==> src/rtl/regfile_write_arbiter.sv <==
// Two-port round-robin write arbiter for the register file.
// Produces a registered write-data bus and one-hot enable, suppressing hardware-owned registers.
module regfile_write_arbiter #(
  parameter int unsigned          NUM_REGS     = 16,
  parameter int unsigned          DATA_W       = 16,
  parameter logic [NUM_REGS-1:0]  PROTECT_MASK = NUM_REGS'(16'h8000)
) (
  input  logic                        clk,
  input  logic                        reset,
  input  logic                        a_valid,
  output logic                        a_ready,
  input  logic [$clog2(NUM_REGS)-1:0] a_addr,
  input  logic [DATA_W-1:0]           a_data,
  input  logic                        b_valid,
  output logic                        b_ready,
  input  logic [$clog2(NUM_REGS)-1:0] b_addr,
  input  logic [DATA_W-1:0]           b_data,
  input  logic                        hold,
  input  logic                        clr_err,
  output logic [DATA_W-1:0]           aluBus,
  output logic [NUM_REGS-1:0]         regEn,
  output logic                        grant_last,
  output logic                        prot_err
);

  localparam int unsigned AW = $clog2(NUM_REGS);

  typedef enum logic {PREF_A, PREF_B} ptr_t;

  ptr_t                ptr, ptrNext;
  logic                grantA, grantB, anyGrant;
  logic [AW-1:0]       selAddr;
  logic [DATA_W-1:0]   selData;
  logic [NUM_REGS-1:0] onehot, enNext;
  logic                protHit;

  always_comb begin
    grantA = 1'b0;
    grantB = 1'b0;
    // Readies stay low while reset is asserted so nothing is consumed and then dropped.
    if (!reset && !hold) begin
      if (a_valid && (!b_valid || ptr == PREF_A)) grantA = 1'b1;
      else if (b_valid)                           grantB = 1'b1;
    end
    anyGrant = grantA | grantB;
    selAddr  = grantB ? b_addr : a_addr;
    selData  = grantB ? b_data : a_data;
    onehot   = {{(NUM_REGS-1){1'b0}}, 1'b1} << selAddr;
    enNext   = anyGrant ? (onehot & ~PROTECT_MASK) : '0;
    protHit  = anyGrant && (|(onehot & PROTECT_MASK));
    ptrNext  = ptr;
    if (grantA)      ptrNext = PREF_B;
    else if (grantB) ptrNext = PREF_A;
  end

  assign a_ready = grantA;
  assign b_ready = grantB;

  always_ff @(posedge clk or posedge reset) begin
    if (reset) begin
      ptr        <= PREF_A;
      regEn      <= '0;
      aluBus     <= '0;
      grant_last <= 1'b0;
      prot_err   <= 1'b0;
    end else begin
      ptr   <= ptrNext;
      regEn <= enNext;
      if (anyGrant) begin
        aluBus     <= selData;
        grant_last <= grantB;
      end
      if (protHit)      prot_err <= 1'b1;
      else if (clr_err) prot_err <= 1'b0;
    end
  end

endmodule
==> config.mk <==
export PLATFORM = sky130hd
export DESIGN_NAME = regfile_write_arbiter
export DESIGN_NICKNAME = d
export VERILOG_FILES = /design/src/rtl/regfile_write_arbiter.sv
export SDC_FILE = /design/constraint.sdc
export NUM_CORES = 1
export LEC_CHECK = 0
export ABC_AREA = 1
export ABC_CLOCK_PERIOD_IN_PS = 1600
export CAP_MARGIN = 30
export CORE_UTILIZATION = 38
export DETAILED_ROUTE_END_ITERATION = 16
export PLACE_DENSITY_LB_ADDON = 0.08
export SYNTH_ARGS = -nofsm -noshare
export SYNTH_HDL_FRONTEND = slang
export SYNTH_SLANG_ARGS = --single-unit
==> constraint.sdc <==
create_clock -name clk -period 1.6 [get_ports clk]
set_input_delay 0.16 -clock clk [delete_from_list [all_inputs] [get_ports clk]]
set_output_delay 0.16 -clock clk [all_outputs]
set_load 0.05 [all_outputs]
# After elaboration in Yosys (flattened, before gate mapping)

Cells that the tools add are included.

Register bits: 34
Output and inout port bits: 36
Word-level logic and storage cells: 29

Shift-type cells: 1
Multiplexer cells: 12
Bitwise operators: 2
Reduce and logical (&&, ||, !) cells: 9

Operators by type and width:

| cell                                             | number |
|---|---|
| 2-to-1 mux 16 bit                                | 1 |
| << shifter 1 x 4 -> 16 bit, first input constant | 1 |
| 2-to-1 mux 15 bit                                | 1 |
| 2-to-1 mux 1 bit                                 | 9 |
| 2-to-1 mux 4 bit                                 | 1 |
| nonzero test 2 bit                               | 2 |
| logical AND 1 bit                                | 3 |
| logical NOT 1 bit                                | 3 |
| logical OR 1 bit                                 | 1 |
| inverter 1 bit                                   | 1 |
| bitwise OR 1 bit                                 | 1 |

# Depth between registers and ports, before layout

Depth after elaboration: 9
Gate-level depth with buffers: 10

# Worst setup path after synthesis

OpenSTA, ideal clock, no wires.

Path kind: reg2reg
Start point: register ptr
End point: register aluBus[1]
Setup time: 69 ps
Data arrival time: 1,276 ps
Path slack: 254 ps
Stages on the path, launching flop included: 9
Buffers on the path: 1
Cells stage by stage: dfrtp_1 > nand2_2 > nand2_4 > inv_1 > nand2_1 > clkinv_1 > buf_2 > nand3_1 > nand3_1

Word-level cells in the longest chain between the ends: 6
Elaborated cells between the ends (all ways): 9
Those cells by class: mux (5); bitwise (2); reduce/logical (2)

Ends and longest elaborated chain:

| what                     | line | source |
|---|---|---|
| start: declaration       | 30   | `ptr_t ptr, ptrNext;` |
| start signal: assignment | 67   | `ptr <= ptrNext;` |
| inverter 1 bit           | 42   | `if (a_valid && (!b_valid \|\| ptr == PREF_A)) grantA = 1'b1;` |
| logical OR 1 bit         | 42   |  |
| logical AND 1 bit        | 42   |  |
| 2-to-1 mux 1 bit         | 42   |  |
| 2-to-1 mux 1 bit         | 41   | `if (!reset && !hold) begin` |
| named net a_ready        | 11   | `output logic a_ready,` |
| bitwise OR 1 bit         | 45   | `anyGrant = grantA \| grantB;` |
| end signal: assignment   | 70   | `aluBus <= selData;` |
| end: declaration         | 20   | `output logic [DATA_W-1:0] aluBus,` |

The timed path passes the listed nets, and every way through them passes these cells.
A chain may end at the register's enable or synchronous reset.

# Worst setup path after layout

Start point: register ptr
End point: output b_ready

Word-level cells in the longest chain between the ends: 5

Ends and longest elaborated chain:

| what              | line | source |
|---|---|---|
| inverter 1 bit    | 42   |  |
| logical OR 1 bit  | 42   |  |
| logical AND 1 bit | 42   |  |
| 2-to-1 mux 1 bit  | 42   |  |
| 2-to-1 mux 1 bit  | 41   |  |
| end: declaration  | 15   | `output logic b_ready,` |

No other way between the ends.

==> summary.md <==
| Metric | Value |
|---|---|
| Status | finished clean |
| Reg-to-reg endpoint | regEn[6] |
| Mapped Area | around 1500 sq um |
| Peak VDD IR | between 0.0006 and 0.0007 V |
| Width of the die | 65.1 microns |
| Tmin final | approximately 1.5 ns |
| Pwr/cell area | roughly 1200 nW/um^2 |
| Clock skew | between 0.002 and 0.003 ns |
| Total wire length | approximately 3700 microns |
| Initial Util | roughly two fifths |
| WP buf/inv | 3 |
| Total CTS buffers | 5 |
| Layout filler cell count | between 300 and 400 |
| Drt pass-1 iters | 4 |
| Maxcap violations | 0 |
| Vias post-DR | approximately 1400 |
| Placeable Area | between 3000 and 4000 sq um |
| Setup crit start kind | flip-flop |
| Gr usage total | between 10% and 20% |
| Cell family with most CP delay | flip-flops |
| Nets | around 310 |
| Critical R2R Launch | ptr |
| Flop-to-flop setup slack | 0.26 ns |
| Hold Buf Count CTS | 0 |
| Clock Sinks | 34 |
| Die ar. | ~4200 sq um |
| Total Power | slightly below 3000 uW |
| Syn_area_per_cell | ~8.7 sq um |
| Sequential area share after synthesis | 56.3% |
| Worst Path Arrival | between 1 and 1.5 ns |
| Grt ovf | 0 |
| Hold Fails Final Rpt | 0 |
| Ports | roughly 80 |
| Post-Syn Instances | roughly 170 |
| Static leakage | approximately 0.0013 uW |
| Final setup fails | 0 |
| Yosys reg bits | 34 |
| Post-DRT Antenna Nets | 0 |
| Final period utilization | ~95% |
| First-pass GRT wire length | around 6300 microns |
| Final Max Tran Viols | 0 |
| Vias in the first global route | between 1000 and 1500 |
| Iter 0 DRT Violations | 100 |
| TritonCTS clock tree | done |
| Initial antenna violation count | 0 |
| Skew-Pair Late Insertion Delay | around 0.28 ns |
| Synth warnings | 0 |
| Htree depth | 2 |
| Top area cells in the synthesized netlist | dfrtp_1, nand2_1, nand3_1 |
| Worst path required time | about 1.4 ns |
| WHS | 0.304 ns |
| Ratio of cells with drive above 1 in the final layout | 25.4% |
| Port Buffers | 80 |
| Yosys cell types | 19 |
| Postcts setup bufs | 0 |
| Multi-input gate area | ~560 sq um |
| FMAX | about 660 MHz |
| Synth area leader | dfrtp_1 |
| Finished Cell Area | 2500 sq um |
| Residual DRC | 0 |
| CP max stage delay | ~0.4 ns |
| RSZ-0062 raised after global routing | false |
| Detail Placement HPWL | roughly 2800 microns |
| Final cell count without fillers | 316 |
| Crit-path max FO | 8 |
| Row cnt | 22 |
| Placed cell count | approximately 300 |
| WS Path Type | flip-flop to output pin |
| Gpl congestion | 0.766 |
| Clock transition at path regs | roughly 0.070 ns |
| FF-to-FF path depth | 9 |
| Clock root cell | clkbuf_8 |
| DIE HEIGHT | 65.1 microns |
| Via-to-Cell Ratio | between 4 and 5 |
| Mapped Nets | 220 |
| CP Cell Sequence | nand2_2 > nand2_4 > nand3_4 > clkinv_1 > buf_4 > buf_12 |
| Area after DPL | 2360 sq um |
| Wirelength per Cell | approximately 12 microns |
| Setup_tns | 0 ns |
| Largest net degree at the start of global routing | 35 |
| Hold WC Path Type | input port to async pin |
| CTS Buffer Depth | 2 |
| Layout area overhead | 65.2% |
| PostCTS Resize Cnt | 0 |
| Crit-path slowest cell | dfrtp_1 |
| Top-area cell type share of the netlist area | 56.3% |
| Register area | around 850 sq um |
| Worst Setup End Kind | output pin |
| # diodes | 0 |
==> where the power goes <==
group	leakage, uW	internal, uW	total (uW)	switching, uW
clock	0.0000683	624	952	328
sequential	0.000447	966	1030	58.9
combinational	0.000748	326	918	591
total	0.00126	1920	2890	978
==> Yosys cell counts <==
cell and instances:
nand3_1 35, buf_4 2, nand3_4 1, nor2_4 2
o21ai_2 1, nor2_1 16, buf_6 1, nand2_1 51
nand2_2 2, clkinv_1 2, dfrtp_1 34, conb_1 1
nand4_1 3, inv_1 13, inv_2 2, nor2_2 2
nand2_4 3, buf_2 2, clkbuf_1 1
==> cell usage in the layout (no fill, tap or decap), drive strengths merged <==
cell | Yosys | routed
conb | 1 | 1
clkbuf | 1 | 5
clkdlybuf4s50 | 0 | 45
nand2 | 56 | 56
clkinv | 2 | 3
nand3 | 36 | 36
o21ai | 1 | 1
bufinv | 0 | 2
dfrtp | 34 | 34
inv | 15 | 15
nand4 | 3 | 3
buf | 5 | 47
nor2 | 20 | 20
==> flip-flops by register name, summed over array words and instances (netlist names) <==
register / flops
prot_err: 1
regEn: 15
ptr: 1
aluBus: 16
grant_last: 1
==> worst min-delay path, delay by kind of cell <==
family / cells / cell delay [ns]
buf+inv: 3 / 0.86
==> layout make-up <==
type / instances / share of cell area (%)
flip-flops and latches: 34 / 34.1
repair buffers: 92 / 33.2
multi-input cells: 117 / 22.3
clock buffers: 5 / 2.76
clock inverters: 3 / 2.76
inverters: 17 / 2.56
well taps: 48 / 2.40
==> cell families after synthesis <==
group	count (synthesis)	share of synthesized area, %
and+or+nand+nor	115	36.0
DFF	34	56.3
buffers and inverters	23	6.87
AOI/OAI and AO/OA	1	0.580
other	1	0.248
==> per-stage QoR <==
stage / utilization (%) / setup WS, ns
2_1_floorplan: - / 0.254
3_3_place_gp: 63.0 / -0.0300
3_5_place_dp: 63.0 / -0.0740
4_1_cts: 66.7 / 0.0605
5_1_grt: 66.7 / 0.0174
6_report: 66.7 / 0.0839
==> worst max-delay path by stage <==
stage                     startpoint        end  slack, ns  cells past startpoint
after detailed placement       reset   regEn[6]      -0.07                      9
final                            ptr    b_ready       0.08                      6
after CTS                        ptr    b_ready       0.06                      6
after global placement         reset   regEn[2]      -0.03                      9
after global routing             ptr    b_ready       0.02                      6
after floorplan                  ptr  aluBus[1]       0.25                      8
==> layer usage <==
layer | GRT usage [%] | up-vias | part of all wire (%)
li1 | - | 730 | -
met2 | 32.4 | 57 | 49
met1 | 25.2 | 651 | 44
met3 | 4.58 | 5 | 5.7
met4 | 7.34 | 0 | 1.2
met5 | 0 | - | 0
No activity file was read; power rests on OpenSTA's default activity.
